**src/rtl/muldiv_pkg.sv**
```systemverilog
// Shared definitions for the HI/LO multiply/divide sequencer: funct codes,
// FSM and iteration-mode encodings, divide-by-zero quotient constant.
package muldiv_pkg;

  localparam logic [5:0] F_MFHI  = 6'b010000;
  localparam logic [5:0] F_MTHI  = 6'b010001;
  localparam logic [5:0] F_MFLO  = 6'b010010;
  localparam logic [5:0] F_MTLO  = 6'b010011;
  localparam logic [5:0] F_MULT  = 6'b011000;
  localparam logic [5:0] F_MULTU = 6'b011001;
  localparam logic [5:0] F_DIV   = 6'b011010;
  localparam logic [5:0] F_DIVU  = 6'b011011;

  // Wide enough for any supported WIDTH; users slice the low WIDTH bits.
  localparam logic [63:0] DIV0_LO = '1;

  typedef enum logic [1:0] {
    S_IDLE,
    S_RUN,
    S_FIX
  } state_t;

  typedef enum logic {
    M_MUL,
    M_DIV
  } mode_t;

  function automatic logic is_md_code(input logic [5:0] f);
    return f inside {F_MFHI, F_MTHI, F_MFLO, F_MTLO,
                     F_MULT, F_MULTU, F_DIV, F_DIVU};
  endfunction

endpackage

```
**src/rtl/muldiv_seq_if.sv**
```systemverilog
// EX-stage handshake between the pipeline and the HI/LO multiply/divide unit.
interface muldiv_seq_if #(
  parameter int unsigned WIDTH = 32
);
  logic             start_i;
  logic [5:0]       funct_i;
  logic [WIDTH-1:0] rs_i;
  logic [WIDTH-1:0] rt_i;
  logic             flush_i;
  logic             busy_o;
  logic             stall_o;
  logic             done_o;
  logic [WIDTH-1:0] rdata_o;
  logic [WIDTH-1:0] hi_o;
  logic [WIDTH-1:0] lo_o;

  modport master (
    output start_i, funct_i, rs_i, rt_i, flush_i,
    input  busy_o, stall_o, done_o, rdata_o, hi_o, lo_o
  );

  modport slave (
    input  start_i, funct_i, rs_i, rt_i, flush_i,
    output busy_o, stall_o, done_o, rdata_o, hi_o, lo_o
  );
endinterface

```
**src/rtl/muldiv_step.sv**
```systemverilog
// One combinational iteration of shift-add multiply or restoring divide
// on unsigned magnitudes; {acc,op} is the working double-width register.
module muldiv_step
  import muldiv_pkg::*;
#(
  parameter int unsigned WIDTH = 32
) (
  input  mode_t            mode,
  input  logic [WIDTH-1:0] acc,
  input  logic [WIDTH-1:0] op,
  input  logic [WIDTH-1:0] m,
  output logic [WIDTH-1:0] acc_nxt,
  output logic [WIDTH-1:0] op_nxt
);
  logic [WIDTH:0] sum;
  logic [WIDTH:0] sh;
  logic [WIDTH:0] diff;

  always_comb begin
    sum     = {1'b0, acc} + (op[0] ? {1'b0, m} : '0);
    sh      = {acc, op[WIDTH-1]};
    // Partial remainder stays below the divisor, so WIDTH+1 bits suffice and
    // the top bit of diff is a clean borrow flag.
    diff    = sh - {1'b0, m};
    acc_nxt = '0;
    op_nxt  = '0;
    if (mode == M_MUL) begin
      acc_nxt = sum[WIDTH:1];
      op_nxt  = {sum[0], op[WIDTH-1:1]};
    end else if (!diff[WIDTH]) begin
      acc_nxt = diff[WIDTH-1:0];
      op_nxt  = {op[WIDTH-2:0], 1'b1};
    end else begin
      acc_nxt = sh[WIDTH-1:0];
      op_nxt  = {op[WIDTH-2:0], 1'b0};
    end
  end
endmodule

```
**src/rtl/muldiv_seq.sv**
```systemverilog
// MIPS MULT/MULTU/DIV/DIVU sequencer with the architectural HI/LO pair;
// magnitudes are iterated WIDTH cycles, signs applied in the FIX cycle.
module muldiv_seq
  import muldiv_pkg::*;
#(
  parameter int unsigned WIDTH = 32
) (
  input logic         clk,
  input logic         rst_n,
  muldiv_seq_if.slave bus
);
  localparam int unsigned CW = $clog2(WIDTH);

  state_t             state;
  mode_t              mode;
  logic [CW-1:0]      cnt;
  logic [WIDTH-1:0]   hi, lo, acc, op, m;
  logic [WIDTH-1:0]   acc_nxt, op_nxt;
  logic               neg_q, neg_r, div0, busy_r, done_r;

  logic               is_mul, is_div, sgn, rs_neg, rt_neg;
  logic [WIDTH-1:0]   rs_abs, rt_abs, quo, rem;
  logic [2*WIDTH-1:0] prod;

  muldiv_step #(.WIDTH(WIDTH)) u_step (
    .mode    (mode),
    .acc     (acc),
    .op      (op),
    .m       (m),
    .acc_nxt (acc_nxt),
    .op_nxt  (op_nxt)
  );

  always_comb begin
    is_mul = bus.funct_i inside {F_MULT, F_MULTU};
    is_div = bus.funct_i inside {F_DIV, F_DIVU};
    sgn    = ~bus.funct_i[0];
    rs_neg = sgn & bus.rs_i[WIDTH-1];
    rt_neg = sgn & bus.rt_i[WIDTH-1];
    rs_abs = rs_neg ? -bus.rs_i : bus.rs_i;
    rt_abs = rt_neg ? -bus.rt_i : bus.rt_i;
    prod   = neg_q ? -{acc, op} : {acc, op};
    // Zero divisor: acc ends up holding |rs|, so the remainder path rebuilds rs.
    quo    = div0 ? DIV0_LO[WIDTH-1:0] : (neg_q ? -op : op);
    rem    = neg_r ? -acc : acc;
  end

  always_ff @(posedge clk) begin
    if (!rst_n) begin
      state  <= S_IDLE;
      mode   <= M_MUL;
      cnt    <= '0;
      hi     <= '0;
      lo     <= '0;
      acc    <= '0;
      op     <= '0;
      m      <= '0;
      neg_q  <= 1'b0;
      neg_r  <= 1'b0;
      div0   <= 1'b0;
      busy_r <= 1'b0;
      done_r <= 1'b0;
    end else if (bus.flush_i) begin
      state  <= S_IDLE;
      busy_r <= 1'b0;
      done_r <= 1'b0;
    end else begin
      unique case (state)
        S_IDLE: begin
          if (bus.start_i) begin
            if (is_mul || is_div) begin
              state  <= S_RUN;
              busy_r <= 1'b1;
              cnt    <= '0;
              acc    <= '0;
              mode   <= is_mul ? M_MUL : M_DIV;
              m      <= is_mul ? rs_abs : rt_abs;
              op     <= is_mul ? rt_abs : rs_abs;
              neg_q  <= rs_neg ^ rt_neg;
              neg_r  <= rs_neg;
              div0   <= is_div && (bus.rt_i == '0);
            end else if (bus.funct_i == F_MTHI) begin
              hi <= bus.rs_i;
            end else if (bus.funct_i == F_MTLO) begin
              lo <= bus.rs_i;
            end
          end
        end
        S_RUN: begin
          acc <= acc_nxt;
          op  <= op_nxt;
          cnt <= cnt + 1'b1;
          if (cnt == CW'(WIDTH - 1)) begin
            state  <= S_FIX;
            done_r <= 1'b1;
          end
        end
        S_FIX: begin
          if (mode == M_MUL) begin
            {hi, lo} <= prod;
          end else begin
            hi <= rem;
            lo <= quo;
          end
          state  <= S_IDLE;
          busy_r <= 1'b0;
          done_r <= 1'b0;
        end
        default: state <= S_IDLE;
      endcase
    end
  end

  // A flush in the FIX cycle suppresses the commit, so the pulse is masked too.
  assign bus.done_o  = done_r & ~bus.flush_i;
  assign bus.busy_o  = busy_r;
  assign bus.stall_o = busy_r & bus.start_i & is_md_code(bus.funct_i);
  assign bus.hi_o    = hi;
  assign bus.lo_o    = lo;
  assign bus.rdata_o = (bus.funct_i == F_MFHI) ? hi : lo;

endmodule

```
**src/flat_wrapper.sv**
```systemverilog
// flat-port wrapper written by rule: the top's interface ports become plain ports
module muldiv_seq_flat import muldiv_pkg::*;
#(
  parameter int unsigned WIDTH = 32
)
  (clk, rst_n, bus_start_i, bus_funct_i, bus_rs_i, bus_rt_i, bus_flush_i, bus_busy_o, bus_stall_o, bus_done_o, bus_rdata_o, bus_hi_o, bus_lo_o);
  muldiv_seq_if #(.WIDTH(WIDTH)) bus_i ();
  input logic clk;
  input logic rst_n;
  input wire logic [$bits(bus_i.start_i)-1:0] bus_start_i;
  input wire logic [$bits(bus_i.funct_i)-1:0] bus_funct_i;
  input wire logic [$bits(bus_i.rs_i)-1:0] bus_rs_i;
  input wire logic [$bits(bus_i.rt_i)-1:0] bus_rt_i;
  input wire logic [$bits(bus_i.flush_i)-1:0] bus_flush_i;
  output wire logic [$bits(bus_i.busy_o)-1:0] bus_busy_o;
  output wire logic [$bits(bus_i.stall_o)-1:0] bus_stall_o;
  output wire logic [$bits(bus_i.done_o)-1:0] bus_done_o;
  output wire logic [$bits(bus_i.rdata_o)-1:0] bus_rdata_o;
  output wire logic [$bits(bus_i.hi_o)-1:0] bus_hi_o;
  output wire logic [$bits(bus_i.lo_o)-1:0] bus_lo_o;
  assign bus_i.start_i = bus_start_i;
  assign bus_i.funct_i = bus_funct_i;
  assign bus_i.rs_i = bus_rs_i;
  assign bus_i.rt_i = bus_rt_i;
  assign bus_i.flush_i = bus_flush_i;
  assign bus_busy_o = bus_i.busy_o;
  assign bus_stall_o = bus_i.stall_o;
  assign bus_done_o = bus_i.done_o;
  assign bus_rdata_o = bus_i.rdata_o;
  assign bus_hi_o = bus_i.hi_o;
  assign bus_lo_o = bus_i.lo_o;
  muldiv_seq #(.WIDTH(WIDTH)) u_core (.clk(clk), .rst_n(rst_n), .bus(bus_i));
endmodule
```
**config.mk**
```make
export PLATFORM = sky130hd
export DESIGN_NAME = muldiv_seq_flat
export DESIGN_NICKNAME = d
export VERILOG_FILES = /design/src/rtl/muldiv_pkg.sv /design/src/rtl/muldiv_seq_if.sv /design/src/rtl/muldiv_step.sv /design/src/rtl/muldiv_seq.sv /design/src/flat_wrapper.sv
export SDC_FILE = /design/constraint.sdc
export NUM_CORES = 1
export LEC_CHECK = 0
export BUFFER_PORTS_ARGS = -buffer_cell sky130_fd_sc_hd__buf_2
export CAP_MARGIN = 5
export CORE_MARGIN = 5
export CORE_UTILIZATION = 50
export DETAILED_ROUTE_END_ITERATION = 12
export GPL_TIMING_DRIVEN = 0
export PLACE_DENSITY = 0.7
export RECOVER_POWER = 50
export REMOVE_ABC_BUFFERS = 1
export SETUP_SLACK_MARGIN = 0.15
export SYNTH_ARGS = -nofsm -noshare
export SYNTH_HDL_FRONTEND = slang
export SYNTH_SLANG_ARGS = --single-unit
```
**constraint.sdc**
```tcl
create_clock -name clk -period 6.2 [get_ports clk]
set_clock_uncertainty 0.1 [all_clocks]
set_input_delay 0.93 -clock clk [delete_from_list [all_inputs] [get_ports clk]]
set_output_delay 0.93 -clock clk [all_outputs]
set_load 0.005 [all_outputs]
```
# Word-level counts from Yosys, hierarchy flattened
# Cells that the tools add are included.
# word_totals
input_bits	74
regBits	173
# op_classes
eq_ne	18
n_mux	44
bitwise_logic	9
n_addsub	8
n_reduce_logical	18
# op_table
op	n
two-way mux 32 bit	25
one-hot mux 32 bit (2 select lines)	4
negator 32 bit	4
two-way mux 64 bit	1
negator 64 bit	1
equality test 6 x 5 -> 1 bit, second input constant	8
adder 32 x 33 -> 33 bit	1
subtractor 33 x 32 -> 33 bit	1
logical NOT 32 bit	1
two-way mux 5 bit	2
one-hot mux 5 bit (2 select lines)	1
nonzero test 2 bit	5
inequality test 2 x 1 -> 1 bit, second input constant	4
AND reduction 4 bit	2
nonzero test 8 bit	1
two-way mux 2 bit	3
inequality test 2 bit, second input constant	3
AND reduction 3 bit	2
AND reduction 6 bit	1
adder 5 x 1 -> 5 bit, second input constant	1
bitwise AND 1 bit	5
equality test 5 bit, second input constant	1
two-way mux 1 bit	5
AND reduction 5 bit	1
11 further kinds	14

# Longest topological paths before layout
# Gate-level depths: netlist of the first run.
# logic_depth
depth_word	7
mapped_depth	14
mapped_depth_nobuf	13

# By module
# Synthesis of the first run repeated with hierarchy kept, for this count alone.
# unflattened
cells_unflattened	2140
area_unflattened_um2	16074.2
# by_module_without_submodules
module	area_each_um2	cells_per_inst	n_inst
muldiv_seq	11364.6	1457	1
muldiv_step	4709.5	683	1

# Worst setup path after synthesis of the first run
# No wires, ideal clock.
# synth_path
path_type	register -> register
startpoint	reg u_core.acc[0]
endpoint	reg u_core.acc[18]
period_less_slack_ns	3.536
n_path_buf	2
arrival_time_ns	3.307
setup_slack_ns	2.664
stages_incl_launch_ff	14
required_time_ns	5.971
path_cell_list	dfxtp_1 clkbuf_1 inv_1 fa_1 nand2b_1 a21oi_1 o41a_1 a2111oi_0 o21a_1 o31a_1 xnor2_2 buf_2 mux2i_1 o21ai_0
# synth_between
elab_chain_cells	4
elab_cells_between_ends	5
# synth_lines
item	line	rtl
start, declared	muldiv_seq.sv:17	logic [WIDTH-1:0] hi, lo, acc, op, m;
start signal, assigned	muldiv_seq.sv:90	acc <= acc_nxt;
subtractor 33 x 32 -> 33 bit	muldiv_step.sv:24	diff = sh - {1'b0, m};
two-way mux 32 bit	muldiv_step.sv:30	end else if (!diff[WIDTH]) begin
two-way mux 32 bit (*)	muldiv_step.sv:27	if (mode == M_MUL) begin
one-hot mux 32 bit (2 select lines) (*)	muldiv_seq.sv:68	unique case (state)
# Every way passes the cells marked *; elsewhere a longest branch is shown, timed or not.
# A chain may end at the register's enable or synchronous reset.

# Worst setup path in the final report of the first run
# layout_path
startpoint	in bus_funct_i[2]
endpoint	reg u_core.op[16]
# layout_between
elab_chain_cells	6
elab_cells_between_ends	13
# layout_lines
item	line	rtl
start, declared	flat_wrapper.sv:11	input wire logic [$bits(bus_i.funct_i)-1:0] bus_funct_i;
equality test 6 x 5 -> 1 bit	muldiv_seq.sv:35	is_mul = bus.funct_i inside {F_MULT, F_MULTU};
nonzero test 2 bit	muldiv_seq.sv:35	
two-way mux 32 bit	muldiv_seq.sv:78	op <= is_mul ? rt_abs : rs_abs;
two-way mux 32 bit	muldiv_seq.sv:71	if (is_mul || is_div) begin
two-way mux 32 bit	muldiv_seq.sv:70	if (bus.start_i) begin
one-hot mux 32 bit (2 select lines)	muldiv_seq.sv:68	
end signal, assigned	muldiv_seq.sv:78	
end signal, assigned	muldiv_seq.sv:91	op <= op_nxt;
end, declared	muldiv_seq.sv:17	
# Several ways; a longest one is shown, not always the timed one. The select of a mux whose other input is x is not followed.

==> metrics.txt, run 1 <==
status finished, violations left; violated checks max-capacitance violations, max-slew violations; final wirelength 54300 um; GPL Wtd Cong 0.951; gr busiest metal met2; synth warn 0; Area growth, synth to finish 9.63%; Hold-fix buffers, CTS 0; FILL cells 3008; layout cells sized above 1 0.116; CP Launch Type input pin; 1st-iter DRT viols 1727; vias in the first global route 15100; HPWL after DPL 41100 um; count of cells resized by post-cts repair 0; hold slack final 0.365 ns; pwr dens 157 mW/mm2; Max Cap Violations 3; met3 Usage GRT 0.0459; worst slew pin tran 2.02 ns; Root Driver clkbuf_16; number of synthesized flops with an enable pin 0; M1 GR Usage 0.426; Initial Utilization 0.507; via/cell ratio 6.42; Commonest cells post-synth nand2_1 (210), o21ai_0 (184), dfxtp_1 (173); final-stage net count 2283; clk buf depth 2; I/O Pins 173; Worst-Skew Late Latency 0.45 ns; Total GRT Usage 0.304; CP max FO 49; TritonCTS clock tree done; GRT met2 Usage 0.482; final-report hold violation count 0; placed cells 2514; CP arrival 5.10 ns; DR vias 16400; DRC Markers 0; Max Clk Rate 208 MHz; Yosys top cell by area dfxtp_1; Synth Instances 2078; worst vdd ir 0.000162 V; H-Tree Depth 4; crit share post-route 0.776; cell with the most instances after synthesis nand2_1; worst min-delay path class reg -> reg; clock-pin slew on the worst setup and hold paths 0.07 ns; Synth cell types 79; Post-Synthesis Cell Area 0.0155 mm2; first-pass GRT wire length 84200 um; Pre-antenna DRT Iters 6; die area 0.0347 mm2; Port Buffer Count 172; ys flop type dfxtp_1; largest net degree at the start of global routing 102; crit end category flip-flop; Util after Layout 0.556; Lkg Pwr 0.00707 uW; die width 186 um; unrepaired setup endpoints after global routing false; ant diodes 0; DR WL/cell 21.3 um; Antenna Nets Post-Route 0; core area 0.0306 mm2; fin cells 2546; Die Ht 186 um; Rows 64; initial antenna violation count 0; Tmin final 4.81 ns; Crit path required time 6.49 ns; synth top area cells dfxtp_1 (22%), o21ai_0 (5.9%), xnor2_1 (5.7%), ha_1 (5.6%), a21oi_1 (5.2%); total global routing overflow 0; number of synthesized register bits 173; Max-slew headroom -0.350; Synth top area share 0.223; Num CTS Buffers 17; Setup CP Type in -> reg; final setup fails 0; clock sinks 173; syn avg cell area 7.47 um2; final max-slew violation count 97; async set-or-reset flop fraction in the synthesized netlist 0; postcts setup bufs 0; Seq/Total Area, Yosys 0.223
layout by cell type, fill, tap and decap left out, drive strengths merged, types with 71 or more instances in the layout:
cell / Yosys / final
a21oi: 161 / 161
buf: 12 / 138
clkbuf: 137 / 71
dfxtp: 173 / 173
inv: 68 / 73
nand2: 210 / 210
nor2: 170 / 170
o21ai: 189 / 189
xnor2: 102 / 102
xor2: 75 / 75
registers in the layout (all words and copies together), names as in the netlist:
register           flops
u_core.cnt             5
u_core.bus.busy_o      1
u_core.acc            32
u_core.m              32
u_core.div0            1
u_core.op             32
u_core.neg_q           1
u_core.state           2
u_core.mode            1
u_core.done_r          1
u_core.bus.hi_o       32
u_core.bus.lo_o       32
u_core.neg_r           1
per-layer routing:
layer / wire, um / part of all wire / vias up
met1: 24000 / 0.44 / 7766
met5: 0 / 0 / -
li1: - / - / 7711
met3: 4090 / 0.075 / 114
met4: 1620 / 0.030 / 0
met2: 24600 / 0.45 / 767
cells by family (layout without fill, tap and decap cells):
| kind of cell | count (synthesis) | in the layout | share of synthesized area |
|---|---|---|---|
| AOI/OAI and AO/OA | 692 | 692 | 0.289 |
| xor gates and xnor gates | 177 | 177 | 0.100 |
| adders and majority gates | 72 | 72 | 0.0590 |
| buffers and inverters | 219 | 291 | 0.0617 |
| DFF | 173 | 173 | 0.223 |
| muxes | 95 | 95 | 0.0645 |
| and+or+nand+nor | 650 | 650 | 0.202 |
worst max-delay path, stage by stage:
cell      delay [ns]
buf_2           0.10
nor3b_1         0.56
nand2_1         0.13
nor2_1          1.09
clkbuf_1        1.52
o21ai_0         0.26
a21oi_1         0.26
o221a_2         0.23
through the flow:
stage	setup slack, ns	setup TNS, ns	power (uW)	cell area, um2
global route	0.976	0	2750	17000
global placement	-1.23	-31.30	1560	16200
finish	1.39	0	2670	17000
floorplan	1.80	0	1420	14800
detailed placement	1.77	0	1570	16600
CTS	1.70	0	2670	17200
cell type report:
cell class | count | area [um2] | share of cell area
tap | 396 | 495 | 0.0291
clock buffer | 18 | 429 | 0.0252
multi-input combinational | 1686 | 11100 | 0.654
clock inverter | 14 | 158 | 0.00927
timing repair buffer | 191 | 1080 | 0.0636
sequential | 173 | 3470 | 0.204
inverter | 68 | 255 | 0.0150
path summary, 6_finish.rpt:
path	endpoint	cells past startpoint	start	slack, ns
hold / removal	u_core.m[21]	2	u_core.m[21]	0.37
setup / recovery	u_core.op[16]	8	bus_funct_i[2]	1.39
setup reg to reg	u_core.acc[0]	12	u_core.acc[0]	1.62
hold reg to reg	u_core.m[21]	2	u_core.m[21]	0.37
where the power goes:
part	total (uW)	internal (uW)	switching, uW
logic	429	162	266
registers	1130	1120	11.3
clock network	1110	602	507
No activity file was read; power rests on OpenSTA's default activity.
==> inputs of run 2 (changes only) <==
==> constraint.sdc (replaced) <==
create_clock -name clk -period 5 [get_ports clk]
set_clock_uncertainty 0.1 [all_clocks]
set_input_delay 0.75 -clock clk [delete_from_list [all_inputs] [get_ports clk]]
set_output_delay 0.75 -clock clk [all_outputs]
set_load 0.005 [all_outputs]
==> metrics.txt, run 2 (synthesis results as in run 1) <==
status finished, violations left; violated checks max-capacitance violations, max-slew violations; commonest non-fill, non-tap cell in the layout nand2_1; largest net degree at the start of global routing 102 (unchanged); worst reg2reg path depth 12 (unchanged); Rows 64 (unchanged); Worst-Skew Late Latency 0.45 ns (about the same); crit share post-route 0.913; Lkg Pwr 0.00710 uW (+0.47%); TritonCTS clock tree done; final max-slew violation count 127 (+31%); Flop pwr share 0.422 (about the same); clk buf depth 2 (unchanged); Max-slew headroom -0.181 (+0.169); switching share of power 0.295 (+0.00108); R2R setup slack 0.43 ns (-1.19 ns); total global routing overflow 0 (unchanged); worst hold start u_core.m[21]; Clock Power Share 0.417 (about the same); Setup CP Type reg -> reg; DRC Markers 0 (unchanged); final-stage net count 2283 (unchanged); core area 0.0306 mm2 (unchanged); Hold Path Sink u_core.m[21]; worst vdd ir 0.000201 V (+24%); Initial Utilization 0.507 (unchanged); vias in the first global route 15100 (unchanged); Total GRT Usage 0.304 (unchanged); worst min-delay path class reg -> reg; Area growth, synth to finish 9.78%; first-pass GRT wire length 84200 um (unchanged); count of cells resized by post-cts repair 0 (unchanged); Num CTS Buffers 17 (unchanged); worst slew pin tran 1.75 ns (-0.271 ns); die width 186 um (unchanged); fin area 0.0170 mm2 (+0.14%); R2R Path Start u_core.acc[0]; Max Cap Violations 4 (+1); CP Launch Type flip-flop; hold path cells 2 (unchanged); Max Clk Rate 219 MHz; clock-pin slew on the worst setup and hold paths 0.07 ns (about the same); clock sinks 173 (unchanged); GPL Wtd Cong 0.951 (unchanged); DR vias 16400 (+0.0061%); final-report hold violation count 0 (unchanged); initial antenna violation count 0 (unchanged); CP max FO 22 (-55%); combinational share of power 0.160 (about the same); final wirelength 54200 um (about the same); Internal Power 2330 uW (+24%); CP arrival 4.81 ns (-0.29 ns); postcts setup bufs 0 (unchanged); via/cell ratio 6.43 (about the same); Pre-antenna DRT Iters 7 (+1); pwr dens 194 mW/mm2 (+24%); most frequent cells in the layout nand2_1 (210), o21ai_0 (185), dfxtp_1 (171); Crit path required time 5.24 ns (-1.25 ns); RR Endpoint u_core.acc[0]; Hold-fix buffers, CTS 0 (unchanged); Antenna Nets Post-Route 0 (unchanged); setup TNS 0 ns (unchanged); fin cells 2546 (unchanged); Port Buffer Count 172 (unchanged); ant diodes 0 (unchanged); final setup fails 0 (unchanged); crit end category flip-flop; die area 0.0347 mm2 (unchanged); placed cells 2514 (unchanged); 1st-iter DRT viols 1896 (+9.8%); H-Tree Depth 4 (unchanged); DR WL/cell 21.3 um (about the same); Root Driver clkbuf_16; dpl ws 0.570 ns (-1.20 ns); post-route setup slack 0.433 ns (-0.958 ns); unrepaired setup endpoints after global routing false; area of placed instances 0.0166 mm2 (unchanged); FILL cells 3002 (-0.20%); launch point of the critical path u_core.acc[0]; layout cells sized above 1 0.117 (+0.00140); HPWL after DPL 41100 um (unchanged); Tmin final 4.57 ns; power consumption 3310 uW (+24%); I/O Pins 173 (unchanged); Die Ht 186 um (unchanged); switching power of the nets 978 uW (+25%)
run 2: changes by cell type in the layout (fill, tap and decap cells not counted), sizes merged:
cell          before  now
buf              138  140
clkbuf            71   68
dlymetal6s2s       0    1
run 2: area by class of cell:
| type | count | area [um2] | area share |
|---|---|---|---|
| inverter | 68 | 255 | 0.0150 |
| multi-input combinational | 1686 | 11100 | 0.653 |
| tap | 396 | 495 | 0.0291 |
| clock buffer | 18 | 429 | 0.0252 |
| sequential | 173 | 3470 | 0.204 |
| timing repair buffer | 191 | 1110 | 0.0649 |
| clock inverter | 14 | 158 | 0.00925 |
run 2: power by group through the flow:
stage | registers, uW | logic, uW | clock network [uW]
after floorplan | 1430 | 330 | 0
after global routing | 1400 | 573 | 1440
after detailed placement | 1430 | 520 | 0
after CTS | 1400 | 523 | 1390
final | 1400 | 530 | 1380
after global placement | 1430 | 505 | 0
run 2: layer usage:
layer / up-vias / wire [um] / GRT usage
li1: 7699 / - / -
met5: - / 0 / 0
met3: 109 / 4660 / 0.0459
met1: 7737 / 23400 / 0.426
met2: 814 / 24600 / 0.482
met4: 0 / 1580 / 0.0976
run 2: worst max-delay path by stage:
stage	cells past startpoint	to
floorplan	11	u_core.acc[0]
global placement	7	u_core.m[29]
detailed placement	12	u_core.acc[0]
CTS	12	u_core.acc[0]
global route	9	u_core.m[10]
finish	12	u_core.acc[0]
run 2: per-stage QoR:
step	hold WS [ns]	util
floorplan	0.341	-
detailed placement	0.359	0.542
finish	0.365	0.557
CTS	0.367	0.561
global placement	0.354	0.529
global route	0.387	0.557
run 2: worst max-delay path, cell delays in order, from the launching register on:
cell,delay (ns)
dfxtp_1,0.63
inv_1,0.23
fa_1,0.51
nand2b_1,0.20
a21oi_1,0.22
o41a_1,0.32
a2111oi_0,0.19
o21a_1,0.28
o31a_1,0.41
xnor2_4,0.53
buf_12,0.27
mux2_2,0.39
o221ai_1,0.17
==> inputs of run 3 (changes only) <==
--- a/config.mk
+++ b/config.mk
@@ -11,6 +11,7 @@
 export CORE_UTILIZATION = 50
 export DETAILED_ROUTE_END_ITERATION = 12
 export GPL_TIMING_DRIVEN = 0
+export MAX_ROUTING_LAYER = met4
 export PLACE_DENSITY = 0.7
 export RECOVER_POWER = 50
 export REMOVE_ABC_BUFFERS = 1
==> metrics.txt, run 3 (synthesis results as in run 1) <==
switching share of power 0.285 (-0.0107); CP max FO 22 (unchanged); Initial Utilization 0.507 (unchanged); CP Launch Type flip-flop; clock sinks 173 (unchanged); crit share post-route 0.913 (about the same); DR vias 16300 (-0.40%); most frequent cells in the layout nand2_1 (210), o21ai_0 (185), dfxtp_1 (171); CP arrival 4.80 ns (about the same); Root Driver clkbuf_16; die area 0.0347 mm2 (unchanged); Max-slew headroom -0.276 (-0.0950); DR WL/cell 21.2 um (-0.42%); Total GRT Usage 0.312 (+0.00825); unrepaired setup endpoints after global routing false; Hold-fix buffers, CTS 0 (unchanged); clk buf depth 2 (unchanged); Port Buffer Count 172 (unchanged); Crit-path slowest cell dfxtp_1; total global routing overflow 0 (unchanged); Lkg Pwr 0.00715 uW (+0.61%); combinational share of power 0.157 (-0.003); largest net degree at the start of global routing 98 (-3.9%); I/O Pins 173 (unchanged); Area growth, synth to finish 10.5%; Clock Power Share 0.433 (+0.016); Tmin final 4.56 ns (-0.00372 ns); pwr dens 199 mW/mm2 (+2.2%); Setup CP Type reg -> reg; layout cells sized above 1 0.120 (+0.00262); DRC Markers 0 (unchanged); R2R setup slack 0.44 ns (about the same); Flop pwr share 0.411 (-0.011); Num CTS Buffers 17 (unchanged); HPWL after DPL 40800 um (-0.59%); worst vdd ir 0.000214 V (+6.4%); final setup fails 0 (unchanged); die width 186 um (unchanged); Max Clk Rate 219 MHz (about the same); TritonCTS clock tree done; Max Cap Violations 3 (-1); Antenna Nets Post-Route 0 (unchanged); initial antenna violation count 1 (+1); Internal Power 2440 uW (+4.4%); via/cell ratio 6.39 (-0.59%); GPL Wtd Cong 0.959 (+0.81%); vias in the first global route 15000 (-0.79%); crit end category flip-flop; H-Tree Depth 4 (unchanged); commonest non-fill, non-tap cell in the layout nand2_1; worst slew pin tran 1.91 ns (+0.161 ns); Util after Layout 0.561 (+0.00372); core area 0.0306 mm2 (unchanged); violated checks max-capacitance violations, max-slew violations; final max-slew violation count 92 (-28%); switching power of the nets 969 uW (-0.90%); delay-heaviest family, CP compound AO/OA/AOI/OAI gates; Rows 64 (unchanged); status finished, violations left; Crit path required time 5.24 ns (about the same); crit-path max cell delay 0.66 ns (+0.03 ns); final-report hold violation count 0 (unchanged); power consumption 3400 uW (+2.8%); final wirelength 54100 um (-0.22%); worst min-delay path class reg -> reg; crit-path cells inv_1 > fa_1 > nand2b_1 > a21oi_1 > o41a_1 > a2111oi_0 > o21a_1 > o31a_1 > xnor2_4 > buf_12 > mux2_2 > o221ai_1; count of cells resized by post-cts repair 0 (unchanged); CP Buf/Inv Count 2 (unchanged); Worst-Skew Late Latency 0.44 ns (about the same); final-stage net count 2286 (+0.13%); Die Ht 186 um (unchanged); first-pass GRT wire length 83800 um (-0.43%); 1st-iter DRT viols 1843 (-2.8%); postcts setup bufs 0 (unchanged); Pre-antenna DRT Iters 6 (-1); clock-pin slew on the worst setup and hold paths 0.07 ns (about the same)
[run 3: final timing paths]
kind	start	endpoint	cells after the start
hold / removal	u_core.m[4]	u_core.m[4]	2
setup reg to reg	u_core.acc[0]	u_core.acc[0]	12
hold reg to reg	u_core.m[4]	u_core.m[4]	2
setup / recovery	u_core.acc[0]	u_core.acc[0]	12
[run 3: metal layers]
| metal | track usage | vias to the layer above | routed length (um) |
|---|---|---|---|
| met2 | 0.467 | 764 | 24200 |
| li1 | - | 7715 | - |
| met4 | 0.104 | 0 | 1740 |
| met3 | 0.0307 | 109 | 3870 |
| met1 | 0.442 | 7706 | 24300 |
| met5 | - | - | 0 |
[run 3: cell type report]
type | instances | area, um2
multi-input combinational | 1686 | 11100
timing repair buffer | 194 | 1160
clock inverter | 11 | 154
fill | 2976 | 13400
clock buffer | 21 | 480
antenna | 2 | 5.00
tap | 396 | 495
inverter | 68 | 255
sequential | 173 | 3470
[run 3: through the flow]
stage               hold WS (ns)  instance area [um2]  instances  setup TNS, ns  worst slack, ns
detailed placement         0.359                16600       2514              0            0.547
CTS                        0.366                17200       2546              0            0.516
global route               0.397                17100       2550              0            0.339
floorplan                  0.341                14800       1927              0            0.604
finish                     0.364                17200       2551              0            0.437
global placement           0.355                16200       2495        -133.02            -2.11
[run 3: tightest hold or removal path, delay by kind of cell (launching register included)]
| family | cells | cell delay [ns] |
|---|---|---|
| AO/OA/AOI/OAI | 1 | 0.06 |
| AND/OR/NAND/NOR | 1 | 0.05 |
| flip-flops | 1 | 0.31 |
[run 3: power by group through the flow]
stage	combinational (uW)	clock [uW]	sequential, uW
after CTS	523	1480	1400
after global routing	578	1530	1400
after detailed placement	521	0	1430
after global placement	506	0	1430
final	533	1470	1400
after floorplan	330	0	1430
